<file path="src/rtl/sad_sram_arbiter.sv">
// sad_sram_arbiter: round-robin two-requester arbiter for one single-port operand SRAM
module sad_sram_arbiter #(
  parameter int A_WIDTH   = 15,
  parameter int D_WIDTH   = 8,
  parameter int MAX_BURST = 16
) (
  input  logic               Clk,
  input  logic               Rst,
  input  logic               Req0,
  input  logic               Req1,
  output logic               Gnt0,
  output logic               Gnt1,
  input  logic [A_WIDTH-1:0] Addr0,
  input  logic [A_WIDTH-1:0] Addr1,
  input  logic [D_WIDTH-1:0] Di0,
  input  logic [D_WIDTH-1:0] Di1,
  input  logic               RW0,
  input  logic               RW1,
  input  logic               En0,
  input  logic               En1,
  output logic [A_WIDTH-1:0] Mem_Addr,
  output logic [D_WIDTH-1:0] Mem_Di,
  output logic               Mem_RW,
  output logic               Mem_En,
  output logic [1:0]         Owner,
  output logic               Preempt
);
  localparam int CW = (MAX_BURST < 1) ? 1 : $clog2(MAX_BURST + 1);
  localparam logic [CW-1:0] MAX_C = CW'(MAX_BURST);
  typedef enum logic [1:0] {IDLE, OWN0, OWN1, TURN} state_t;
  state_t state, state_n, arb;
  logic last_owner, last_owner_n, preempt_n;
  logic own_req, own_en, other_req, preempt_hit;
  logic [CW-1:0] burst_cnt, burst_cnt_n;
  assign arb         = !(Req0 || Req1) ? IDLE : (Req1 && (!Req0 || !last_owner)) ? OWN1 : OWN0;
  assign own_req     = (state == OWN1) ? Req1 : Req0;
  assign own_en      = (state == OWN1) ? En1 : En0;
  assign other_req   = (state == OWN1) ? Req0 : Req1;
  assign preempt_hit = (MAX_BURST > 0) && (burst_cnt == MAX_C) && other_req;
  assign Gnt0        = (state == OWN0);
  assign Gnt1        = (state == OWN1);
  assign Owner       = {Gnt1, Gnt0};
  assign Mem_En      = (Gnt0 && En0) || (Gnt1 && En1);
  assign Mem_RW      = Gnt0 ? RW0 : Gnt1 ? RW1 : 1'b0;
  assign Mem_Addr    = Gnt0 ? Addr0 : Gnt1 ? Addr1 : '0;
  assign Mem_Di      = Gnt0 ? Di0 : Gnt1 ? Di1 : '0;
  // next state: arbitrate from IDLE/TURN, count bursts and release or preempt while owned
  always_comb begin
    state_n      = state;
    last_owner_n = last_owner;
    burst_cnt_n  = burst_cnt;
    preempt_n    = 1'b0;
    if (state == IDLE || state == TURN) begin
      state_n = arb;
      if (arb != IDLE) begin
        last_owner_n = (arb == OWN1);
        burst_cnt_n  = '0;
      end
    end else begin
      if (own_en && burst_cnt != MAX_C) burst_cnt_n = burst_cnt + CW'(1);
      if (!own_req || preempt_hit) state_n = TURN;
      preempt_n = own_req && preempt_hit;
    end
  end
  // state registers; reset leaves last_owner=1 so the host wins the first tie
  always_ff @(posedge Clk) begin
    if (Rst) begin
      state      <= IDLE;
      last_owner <= 1'b1;
      burst_cnt  <= '0;
      Preempt    <= 1'b0;
    end else begin
      state      <= state_n;
      last_owner <= last_owner_n;
      burst_cnt  <= burst_cnt_n;
      Preempt    <= preempt_n;
    end
  end
endmodule

</file>
<file path="config.mk">
export PLATFORM = sky130hd
export DESIGN_NAME = sad_sram_arbiter
export DESIGN_NICKNAME = d
export VERILOG_FILES = /design/src/rtl/sad_sram_arbiter.sv
export SDC_FILE = /design/constraint.sdc
export NUM_CORES = 1
export LEC_CHECK = 0
export ABC_AREA = 1
export CAP_MARGIN = 10
export CORE_ASPECT_RATIO = 0.9
export CORE_MARGIN = 2
export CORE_UTILIZATION = 29
export CTS_CLUSTER_DIAMETER = 200
export DETAILED_ROUTE_END_ITERATION = 10
export PLACE_DENSITY = 0.88
export REMOVE_ABC_BUFFERS = 1
export SLEW_MARGIN = 10
export SYNTH_ARGS = -nofsm -noshare
export SYNTH_HDL_FRONTEND = slang
export SYNTH_SLANG_ARGS = --single-unit
</file>
<file path="constraint.sdc">
create_clock -name Clk -period 1.43 [get_ports Clk]
set_input_delay 0.286 -clock Clk [delete_from_list [all_inputs] [get_ports Clk]]
set_output_delay 0.286 -clock Clk [all_outputs]
set_load 0.1 [all_outputs]
</file>
# Word level (Yosys, flattened, before mapping)
# Cells that the tools add are included.
# word_totals
register_bits	9
in_bits	54
out_inout_bits	30
word_cells	49
# classes
muxes	16
reduce_logical	21
addsub	1
n_eq_ne	7
# ops
operator	n
$mux W15	2
$mux W8	2
$mux W5	3
$mux W2	4
$eq A2 B2 Y1 const B	3
$logic_and A1 B1 Y1	6
$reduce_bool A2 Y1	3
$add A5 B1 Y5 const B	1
$eq A5 B5 Y1 const B	1
$logic_or A1 B1 Y1	5
$mux W1	5
$ne A5 B5 Y1 const B	1
$reduce_and A2 Y1	2
$logic_not A1 Y1	3
$eq A2 B1 Y1 const B	1
$logic_not A2 Y1	1
$ne A2 B1 Y1 const B	1
$reduce_or A2 Y1	1

# Depth between registers and ports, before layout
# depth
depth_word	8
ltp_mapped	9
depth_no_buf	9

# Worst setup path after synthesis
# OpenSTA, ideal clock, no wires.
# synth_timing
path_kind	register to output
startpoint	reg state[1]
endpoint	out Mem_Addr[10]
path_stages_with_launch	7
arrival_ns	2.469
required_time_ns	1.144
path_buffers	2
setup_slack_ns	-1.325
cell_sequence	dfxtp_1 inv_1 ha_1 buf_2 clkbuf_1 nand2_1 nand2_1
# synth_between
word_cells_on_any_way	4
cone_classes	eq/ne (2); mux (2)
# synth_rtl
item	line_no	source
start: declaration	31	state_t state, state_n, arb;
start signal: assignment	73	state <= state_n;
$eq A2 B1 Y1	40	assign Gnt0 = (state == OWN0);
net Gnt0	11	output logic Gnt0,
$mux W15	45	assign Mem_Addr = Gnt0 ? Addr0 : Gnt1 ? Addr1 : '0;
end: declaration	21	output logic [A_WIDTH-1:0] Mem_Addr,
# The timed path passes the listed nets, and every way through them passes these cells.

# Final worst setup path
# layout_timing
startpoint	reg state[0]
endpoint	out Mem_Di[1]
# layout_between
elab_chain_cells	3
word_cells_on_any_way	4
cone_classes	eq/ne (2); mux (2)
# layout_lines
item	line_no	source
$eq A2 B2 Y1	41	assign Gnt1 = (state == OWN1);
$mux W8	46	assign Mem_Di = Gnt0 ? Di0 : Gnt1 ? Di1 : '0;
$mux W8 *	46	
end: declaration	22	output logic [D_WIDTH-1:0] Mem_Di,
# Every way passes the cells marked *; elsewhere a longest branch is shown, timed or not.

==> results.yml <==
sta:
  fin_skew_ns: 0.006881
  maxSlewHeadroom_pct: 65.37
  setup_viol: 37
  grt_setup_unrepaired: "yes"
  finalCriticalPeriod_ns: 1.817
  holdWs_ns: 0.5492
  slew_viol_final: 0
  setup_ws_ns: -0.3866
  fmax_ghz: 0.5505
  hold_viol_final: 0
  fin_crit_sh_pct: 127.0
  tightest_slew_ns: 0.5160
setup_path:
  r2r-end: "state[0]"
  cp.arrival_ns: 1.53
  criticalPathCategory: "reg -> out"
  critical_path_peak_fanout: 10
  r2r-start: "state[1]"
  reg2reg_slack_ns: -0.35
  crit_path_start: "state[0]"
  crit_path_cell_trace: "inv_2 > ha_4 > buf_8 > nand3_1 > nand2_2 > buf_12"
  cp_data_required_time_ns: 1.14
  crit_family: "buffers and inverters"
  reg2reg_depth: 11
  crit_buf_inv: 3
  cpPeakStageDelay_ns: 0.34
  end_kind: "output port"
  cp-start-kind: "flip-flop"
  cp_slowest_cell: "dfxtp_2"
logic_synthesis:
  ys_async_sr_fraction_pct: 0
  synthTopCellsByCount: "nand2_1 (66), nand3_1 (34), inv_1 (14), dfxtp_1 (9), nor2_1 (7)"
  synth-seq-area-share_pct: 18.60
  synth_area_um2: 968.4
  synth.area.top_cells: "nand2_1 (26%), dfxtp_1 (19%), nand3_1 (18%), inv_1 (5.4%), ha_1 (5.2%)"
  synth_top_area_cell: "nand2_1"
  ys_types: 22
  synth.avg_cell_area_um2: 5.764
  synth_seq_cells: 9
  yosysTopAreaCellShare_pct: 25.58
  synth_edf_count: 0
  synthCells: 168
  ys.flop_type: "dfxtp_1"
  yosys_warnings: 0
  synth_most_common_cell: "nand2_1"
cells_and_area:
  drive_above_1_share_pct: 51.66
  stdcell_area_mm2: 0.002800
  fin_util_pct: 89.92
  diodes: 0
  fill_cells: 113
  final_nets: 330
  syn_to_final_growth_pct: 189.1
min_path:
  holdCritPathClass: "reg -> reg"
  whs_path_depth: 2
  min_from: "last_owner"
  min_to: "last_owner"
placed_design:
  dp_hpwl_um: 3375
  portBuffers: 83
  gp_congestion: 0.8636
  dpl_cell_area_mm2: 0.002178
clocking:
  cts_tree: "done"
  cts_buffers: 3
  cts_buffer_depth: 2
  clock_latency_ns: 0.24
  htreeDepth: 1
  cts_root_buffer: "clkbuf_8"
  cts.sinks: 9
  clkTransAtPathRegs_ns: 0.05
status:
  violations: "setup timing"
  status: "finished with violations"
floorplanning:
  io_pins: 84
  rows: 19
  start_util_pct: 31.10
  fp.dieW_um: 64.92
  core_area_mm2: 0.003114
  die_y_um: 58.82
  die-area_mm2: 0.003818
routing:
  vias: 1926
  wl_per_cell_um: 26.35
  drt_drc_violations_left: 0
  drtAntennaViolNets: 0
  drt_pass1_iterations: 5
  avgViaCountPerCell: 6.153
  dr.first_iter.drc_count: 227
  drt_wl_total_um: 8247
global_route:
  grt_pass1_vias: 1756
  grt_max_degree: 19
  grt_pass1_wl_um: 9549
  overflow: 0
  antenna_found_initial: 0
  grt.total_usage_pct: 33.41
flow_run:
  max_cap_viol_count: 0
-- what timing repair did --
item	CTS	global route
resized for setup	63	51
setup endpoints to repair	37	37
pin swaps	15	10
setup buffers	6	6
hold buffers	0	0
cloned	2	1
-- layout make-up --
| cell class | instances | area, um2 | area share, % |
|---|---|---|---|
| timing repair buffer | 110 | 1449 | 51.74 |
| clock buffer | 4 | 45.04 | 1.609 |
| multi-input combinational | 132 | 1003 | 35.84 |
| sequential | 9 | 182.7 | 6.524 |
| tap | 42 | 52.55 | 1.877 |
| inverter | 16 | 67.56 | 2.413 |
-- cell usage in the layout, fill, tap and decap left out, drive strengths merged, types with 3 or more instances in the layout --
cell type	n
nand3	35
inv	16
nor2	8
buf	56
a21oi	5
ha	4
nand2	70
clkdlybuf4s50	53
clkbuf	5
nand4	4
o21ai	3
dfxtp	9
-- metrics by stage --
| stage | cells | worst slack (ns) | TNS (ns) |
|---|---|---|---|
| 3_3_place_gp | 294 | -0.04685 | -0.7570 |
| 5_1_grt | 313 | -0.4021 | -11.50 |
| 6_report | 313 | -0.3866 | -11.08 |
| 2_1_floorplan | 157 | -2.725 | -85.14 |
| 3_5_place_dp | 294 | -0.1060 | -1.861 |
| 4_1_cts | 306 | -0.2216 | -5.630 |
-- sequential cells by signal (all words and copies together), names as in the netlist --
signal	flops
burst_cnt	5
state	2
Preempt	1
last_owner	1
-- worst reg2reg max path, cell delays in order (launching register included) --
cell and delay (ns):
dfxtp_2 0.33, buf_4 0.15, ha_4 0.20, clkbuf_16 0.18, buf_4 0.14, inv_2 0.06, nor2_1 0.04, nor2_1 0.18
nand3_2 0.17, nand3_2 0.12, nand2_1 0.08, inv_1 0.08
-- metal layers --
metal	global-route usage (%)	vias to the layer above	wire [um]
met5	0	-	0
met4	23.40	0	481
met2	55.96	218	3827
met3	7.648	53	1101
met1	37.92	909	2838
li1	-	746	-
-- kinds of logic (layout without fill, tap and decap cells) --
| kind of cell | after synthesis | after routing | share of synthesized area, % |
|---|---|---|---|
| fa+ha+maj | 4 | 4 | 5.168 |
| buf+inv | 27 | 130 | 14.08 |
| compound gates | 10 | 10 | 5.814 |
| simple gates | 118 | 118 | 56.33 |
| flops | 9 | 9 | 18.60 |
-- how the worst max path moves through the flow --
| stage | to | slack [ns] | depth (start not counted) |
|---|---|---|---|
| 6_report | Mem_Di[1] | -0.39 | 6 |
| 5_1_grt | Mem_Di[5] | -0.40 | 7 |
| 4_1_cts | Mem_Addr[9] | -0.22 | 6 |
| 3_5_place_dp | Mem_Di[0] | -0.11 | 7 |
| 3_3_place_gp | Mem_Addr[9] | -0.05 | 6 |
| 2_1_floorplan | Mem_Addr[0] | -2.72 | 5 |
Power is not shown: default switching activity piles up to over one toggle a cycle in this logic, so the estimate is an artifact.
